### config.mk
export PLATFORM = sky130hd
export DESIGN_NAME = adc_capture_ctrl
export DESIGN_NICKNAME = d
export VERILOG_FILES = /design/src/rtl/adc_capture_ctrl.sv
export SDC_FILE = /design/constraint.sdc
export NUM_CORES = 1
export LEC_CHECK = 0
export CAP_MARGIN = 20
export CORE_MARGIN = 5
export CORE_UTILIZATION = 55
export DETAILED_ROUTE_END_ITERATION = 8
export DONT_BUFFER_PORTS = 1
export GPL_ROUTABILITY_DRIVEN = 0
export HOLD_SLACK_MARGIN = 0.03
export PLACE_DENSITY_LB_ADDON = 0.1
export SYNTH_ARGS = -nofsm -noshare
export SYNTH_HDL_FRONTEND = slang
export SYNTH_SLANG_ARGS = --single-unit
export TNS_END_PERCENT = 5
### constraint.sdc
create_clock -name clk -period 2.1 [get_ports clk]
set_input_delay 0.21 -clock clk [delete_from_list [all_inputs] [get_ports clk]]
set_output_delay 0.21 -clock clk [all_outputs]
set_load 0.005 [all_outputs]
### src/rtl/adc_capture_ctrl.sv
// ADC frame capture: serialises 4-channel frames into tagged FIFO words, issues
// PSRAM write-burst addresses, latches a pre-trigger replay base and counts drops.
module adc_capture_ctrl #(
    parameter int ADDR_W      = 25,
    parameter int BURST_BYTES = 16,
    parameter int PRE_SAMPLES = 64,
    parameter bit TAG_EN      = 1'b1
) (
    input  logic              clk,
    input  logic              reset_n,
    input  logic [11:0]       ad_a0,
    input  logic [11:0]       ad_a1,
    input  logic [11:0]       ad_b0,
    input  logic [11:0]       ad_b1,
    input  logic              ad_strobe,
    input  logic              psram_ready,
    input  logic              fifo_afull,
    input  logic              fifo_almost_empty,
    output logic              fifo_we,
    output logic [15:0]       fifo_d,
    output logic [ADDR_W-1:0] awaddr,
    output logic              awvalid,
    input  logic              awready,
    input  logic              trig_in,
    input  logic              trig_clr,
    output logic [ADDR_W-1:0] base_addr,
    output logic              trig_seen,
    output logic [15:0]       overflow_cnt
);

    localparam logic [ADDR_W-1:0] BURST_INC = ADDR_W'(BURST_BYTES);
    localparam logic [ADDR_W-1:0] PRE_BYTES = ADDR_W'(PRE_SAMPLES * 8);

    typedef enum logic [2:0] {
        S_IDLE = 3'd0,
        S_W0   = 3'd1,
        S_W1   = 3'd2,
        S_W2   = 3'd3,
        S_W3   = 3'd4
    } state_t;

    state_t            r_state;
    state_t            w_state_next;
    logic [11:0]       r_hold [4];
    logic [15:0]       r_ovf;
    logic              r_awvalid;
    logic [ADDR_W-1:0] r_awaddr;
    logic              r_trig_d;
    logic              r_trig_seen;
    logic [ADDR_W-1:0] r_base;

    logic              w_admit_window;
    logic              w_accept;
    logic              w_drop;
    logic              w_hs;
    logic              w_rise;
    logic [1:0]        w_ch;
    logic [11:0]       w_sample;

    // A new frame may start only when the previous one is emitting its last word.
    assign w_admit_window = (r_state == S_IDLE) || (r_state == S_W3);
    assign w_accept = ad_strobe & psram_ready & ~fifo_afull & w_admit_window;
    assign w_drop   = ad_strobe & psram_ready & (fifo_afull | ~w_admit_window);
    assign w_hs     = r_awvalid & awready;
    assign w_rise   = trig_in & ~r_trig_d;

    always_ff @(posedge clk or negedge reset_n) begin
        if (!reset_n) begin
            r_state <= S_IDLE;
        end else begin
            r_state <= w_state_next;
        end
    end

    always_comb begin
        w_state_next = r_state;
        case (r_state)
            S_IDLE:  w_state_next = w_accept ? S_W0 : S_IDLE;
            S_W0:    w_state_next = S_W1;
            S_W1:    w_state_next = S_W2;
            S_W2:    w_state_next = S_W3;
            S_W3:    w_state_next = w_accept ? S_W0 : S_IDLE;
            default: w_state_next = S_IDLE;
        endcase
    end

    always_comb begin
        fifo_we  = 1'b0;
        w_ch     = 2'd0;
        w_sample = 12'd0;
        case (r_state)
            S_W0:    begin fifo_we = 1'b1; w_ch = 2'd0; w_sample = r_hold[0]; end
            S_W1:    begin fifo_we = 1'b1; w_ch = 2'd1; w_sample = r_hold[1]; end
            S_W2:    begin fifo_we = 1'b1; w_ch = 2'd2; w_sample = r_hold[2]; end
            S_W3:    begin fifo_we = 1'b1; w_ch = 2'd3; w_sample = r_hold[3]; end
            default: begin fifo_we = 1'b0; w_ch = 2'd0; w_sample = 12'd0; end
        endcase
        if (TAG_EN) begin
            fifo_d = {w_ch, 2'b00, w_sample};
        end else begin
            fifo_d = {4'h0, w_sample};
        end
    end

    always_ff @(posedge clk or negedge reset_n) begin
        if (!reset_n) begin
            r_hold[0] <= 12'd0;
            r_hold[1] <= 12'd0;
            r_hold[2] <= 12'd0;
            r_hold[3] <= 12'd0;
        end else if (w_accept) begin
            r_hold[0] <= ad_a0;
            r_hold[1] <= ad_a1;
            r_hold[2] <= ad_b0;
            r_hold[3] <= ad_b1;
        end
    end

    always_ff @(posedge clk or negedge reset_n) begin
        if (!reset_n) begin
            r_ovf <= 16'd0;
        end else if (w_drop && (r_ovf != 16'hFFFF)) begin
            r_ovf <= r_ovf + 16'd1;
        end
    end

    // One-cycle bubble after each handshake lets the FIFO level catch up.
    always_ff @(posedge clk or negedge reset_n) begin
        if (!reset_n) begin
            r_awvalid <= 1'b0;
            r_awaddr  <= '0;
        end else begin
            r_awvalid <= w_hs ? 1'b0 : (~fifo_almost_empty & psram_ready);
            if (w_hs) begin
                r_awaddr <= r_awaddr + BURST_INC;
            end
        end
    end

    // Re-arm takes priority over a simultaneous trigger edge.
    always_ff @(posedge clk or negedge reset_n) begin
        if (!reset_n) begin
            r_trig_d    <= 1'b0;
            r_trig_seen <= 1'b0;
            r_base      <= '0;
        end else begin
            r_trig_d <= trig_in;
            if (trig_clr) begin
                r_trig_seen <= 1'b0;
            end else if (!r_trig_seen && w_rise) begin
                r_trig_seen <= 1'b1;
                r_base      <= r_awaddr - PRE_BYTES;
            end
        end
    end

    assign awvalid      = r_awvalid;
    assign awaddr       = r_awaddr;
    assign base_addr    = r_base;
    assign trig_seen    = r_trig_seen;
    assign overflow_cnt = r_ovf;

endmodule

==> out/results.tsv <==
metric	value	unit
utilization after layout	65.3	%
HPWL after detailed placement	8120	um
Root Buffer	clkbuf_8	
status	complete, but fails checks	
TritonCTS clock tree	yes	
Critical Path Sink Type	output port	
peak fanout along the critical path	12	
sequential power share	51.4	%
PortBufs	0	
iteration-0 DRC count of the detailed router	139	
CTS sink cnt	112	
Tot Pwr	6.50	mW
Syn Std Cell Area	5350	sq um
Worst setup SP type	flip-flop	
most common cell after layout, fill and taps aside	dfrtp_1	
die area	11800	sq um
vias in the first global route	3802	
Synth warnings	0	
first-pass GRT wire length	19500	um
GR Overflow Total	0	
cts hold-fix bufs	52	
Routed Antenna Nets	0	
diode count	0	
sw frac	31.2	%
DRT Pass-1 Iters	4	
per-cell routed wire length	17.5	um
Synth top area share	52.4	%
worst r2r dst	overflow_cnt[1]	
Post-synth ARST share	100	%
NumNets Final	605	
Post-synth top flop	dfrtp_1	
Post-synth EDFFs	0	
H-tree levels	3	
commonest cells after routing, fill and taps aside	dfrtp_1 (111), nand2_1 (56), mux2_2 (53)	
Slew @ Worst Pin	0.528	ns
initial antenna violation count	0	
Pleak	2.75	nW
Setup TNS	0	ns
CP required	1.89	ns
Hold Crit Class	in -> async	
Final Critical Period	1.98	ns
cell row count	36	
WL final	11900	um
slew margin rel.	64.7	%
Cell Pwr Density	1030	nW/um^2
Layout area overhead	17.8	%
via count	3696	
Gate power share	25.9	%
Distinct cells, synth	49	
Mapped Cells	484	
ranking of synthesized cells by area	dfrtp_1 (52%), mux2_2 (11%), xnor2_1 (4.4%)	
final worst path period share	94.2	%
FMAX	0.505	GHz
Clock Skew	0.0158	ns
Vias/cell	5.42	
Max Cap Viol	0	
kind of critical path	reg -> out	
worst skew pair latency	0.37	ns
Initial Utilization	55.5	%
Fin Hold WS	-0.481	ns
CTS Buf Count	9	
gr usage total	21.2	%
internal power	4.47	mW
Synth area leader	dfrtp_1	
worst reg2reg setup slack	0.24	ns
Clock power frac	22.7	%
Die Ht	109	um
failing checks	negative hold slack	
core area	9640	sq um
Chip Width	109	um
number of setup buffers added after CTS	0	
clock-pin transition on the worst setup and hold timing paths	0.11	ns
RSZ-0062 raised after global routing	no	
IO Count	142	
layout cell share with drive strength beyond 1	18.8	%
Worst Path Arrival	1.77	ns
Seq/Total Area, Yosys	52.4	%
Final setup viols	0	
post-synthesis average cell area	11.0	sq um
RR Startpoint	overflow_cnt[0]	
clk buf depth	2	
#FFs+latches synth	112	
pin count of the biggest net entering global routing	113	
switching pwr	2.03	mW
fin. max-slew vios	0	
worst r2r path cells	5	
Fill cells	785	
Final Hold Viols	112	
peak supply drop	0.636	mV
# DRC	0	
-- routing by layer --
layer  GRT usage [%]  up-vias  routed length [um]
li1                -     1787                   -
met1            27.1     1789                5050
met2            34.3      100                5790
met3            6.15       20                 877
met4            8.03        0                 223
met5               0        -                   0
-- per-stage QoR --
stage | std cells | worst slack (ns) | area, sq um
6_report | 682 | 0.121 | 6290
5_1_grt | 682 | 0.0226 | 6290
4_1_cts | 682 | 0.0412 | 6290
3_5_place_dp | 614 | 0.259 | 5540
3_3_place_gp | 614 | 0.265 | 5540
2_1_floorplan | 493 | 0.393 | 5380
-- worst max path at each step --
stage               start       endpoint  slack [ns]  cells past startpoint
2_1_floorplan  awaddr[18]  base_addr[24]        0.39                      5
6_report       r_state[1]     fifo_d[10]        0.12                      4
4_1_cts        r_state[0]      fifo_d[8]        0.04                      4
3_5_place_dp    awaddr[4]     awaddr[24]        0.26                      6
5_1_grt        r_state[1]     fifo_d[10]        0.02                      4
3_3_place_gp    awaddr[5]     awaddr[24]        0.26                      6
-- flip-flops by register name, indices dropped and copies added, names as in the netlist --
name          cells
r_state           3
overflow_cnt     16
trig_seen         1
awaddr           21
base_addr        21
awvalid           1
r_hold           48
r_trig_d          1
-- layout make-up --
class,count,area (sq um),share of cell area (%)
Clock buffer,14,173,2.74
Clock inverter,2,60.1,0.954
Inverter,6,22.5,0.358
Multi-Input combinational cell,341,2360,37.5
Sequential cell,112,2800,44.5
Tap cell,133,166,2.64
Timing Repair Buffer,74,711,11.3
-- synth_stat cells (all sizes together) (2+ instances only) --
master and count:
a31oi 3, inv 6, o21ai 28, buf 24
nand2 56, a21oi 17, a22oi 2, mux2 53
nor4 10, ha 4, xor2 14, nand3 10
or4 3, or2 2, xnor2 27, nor2b 3
nor3 12, clkbuf 10, a41oi 2, nand2b 4
or3 3, nand4 13, and2 2, nor3b 3
nor2 33, mux2i 10, or4b 2, dfrtp 112
and3 5
-- worst max-delay path, cell delays in order, from the launching register on --
cell	delay [ns]
dfrtp_1	0.49
buf_4	0.25
nor2_1	0.24
a22oi_1	0.13
o21ai_0	0.31
-- power by group through the flow --
stage                     clock [mW]  combinational [mW]  sequential [mW]
after detailed placement           0                1.61             3.38
final                           1.48                1.68             3.34
after global routing            1.61                1.89             3.44
after global placement             0                1.56             3.34
after floorplan                    0                1.35             3.18
after CTS                       1.51                1.69             3.34
-- repair_timing --
item,in CTS,in global routing
gates resized for setup,0,3
hold endpoints to repair,163,112
endpoints found under the setup margin,0,13
-- kinds of logic (layout without fill, tap and decap cells) --
logic type | after synthesis | in the layout | synth area share (%)
xor+xnor | 41 | 41 | 6.72
flops | 112 | 112 | 52.4
other cells | 1 | 10 | 0.0702
mux | 63 | 63 | 13.0
simple gates | 165 | 165 | 16.1
buf+inv | 40 | 96 | 4.12
compound gates | 58 | 58 | 6.55
fa+ha+maj | 4 | 4 | 0.936
Power figures use the tool's default switching activity.
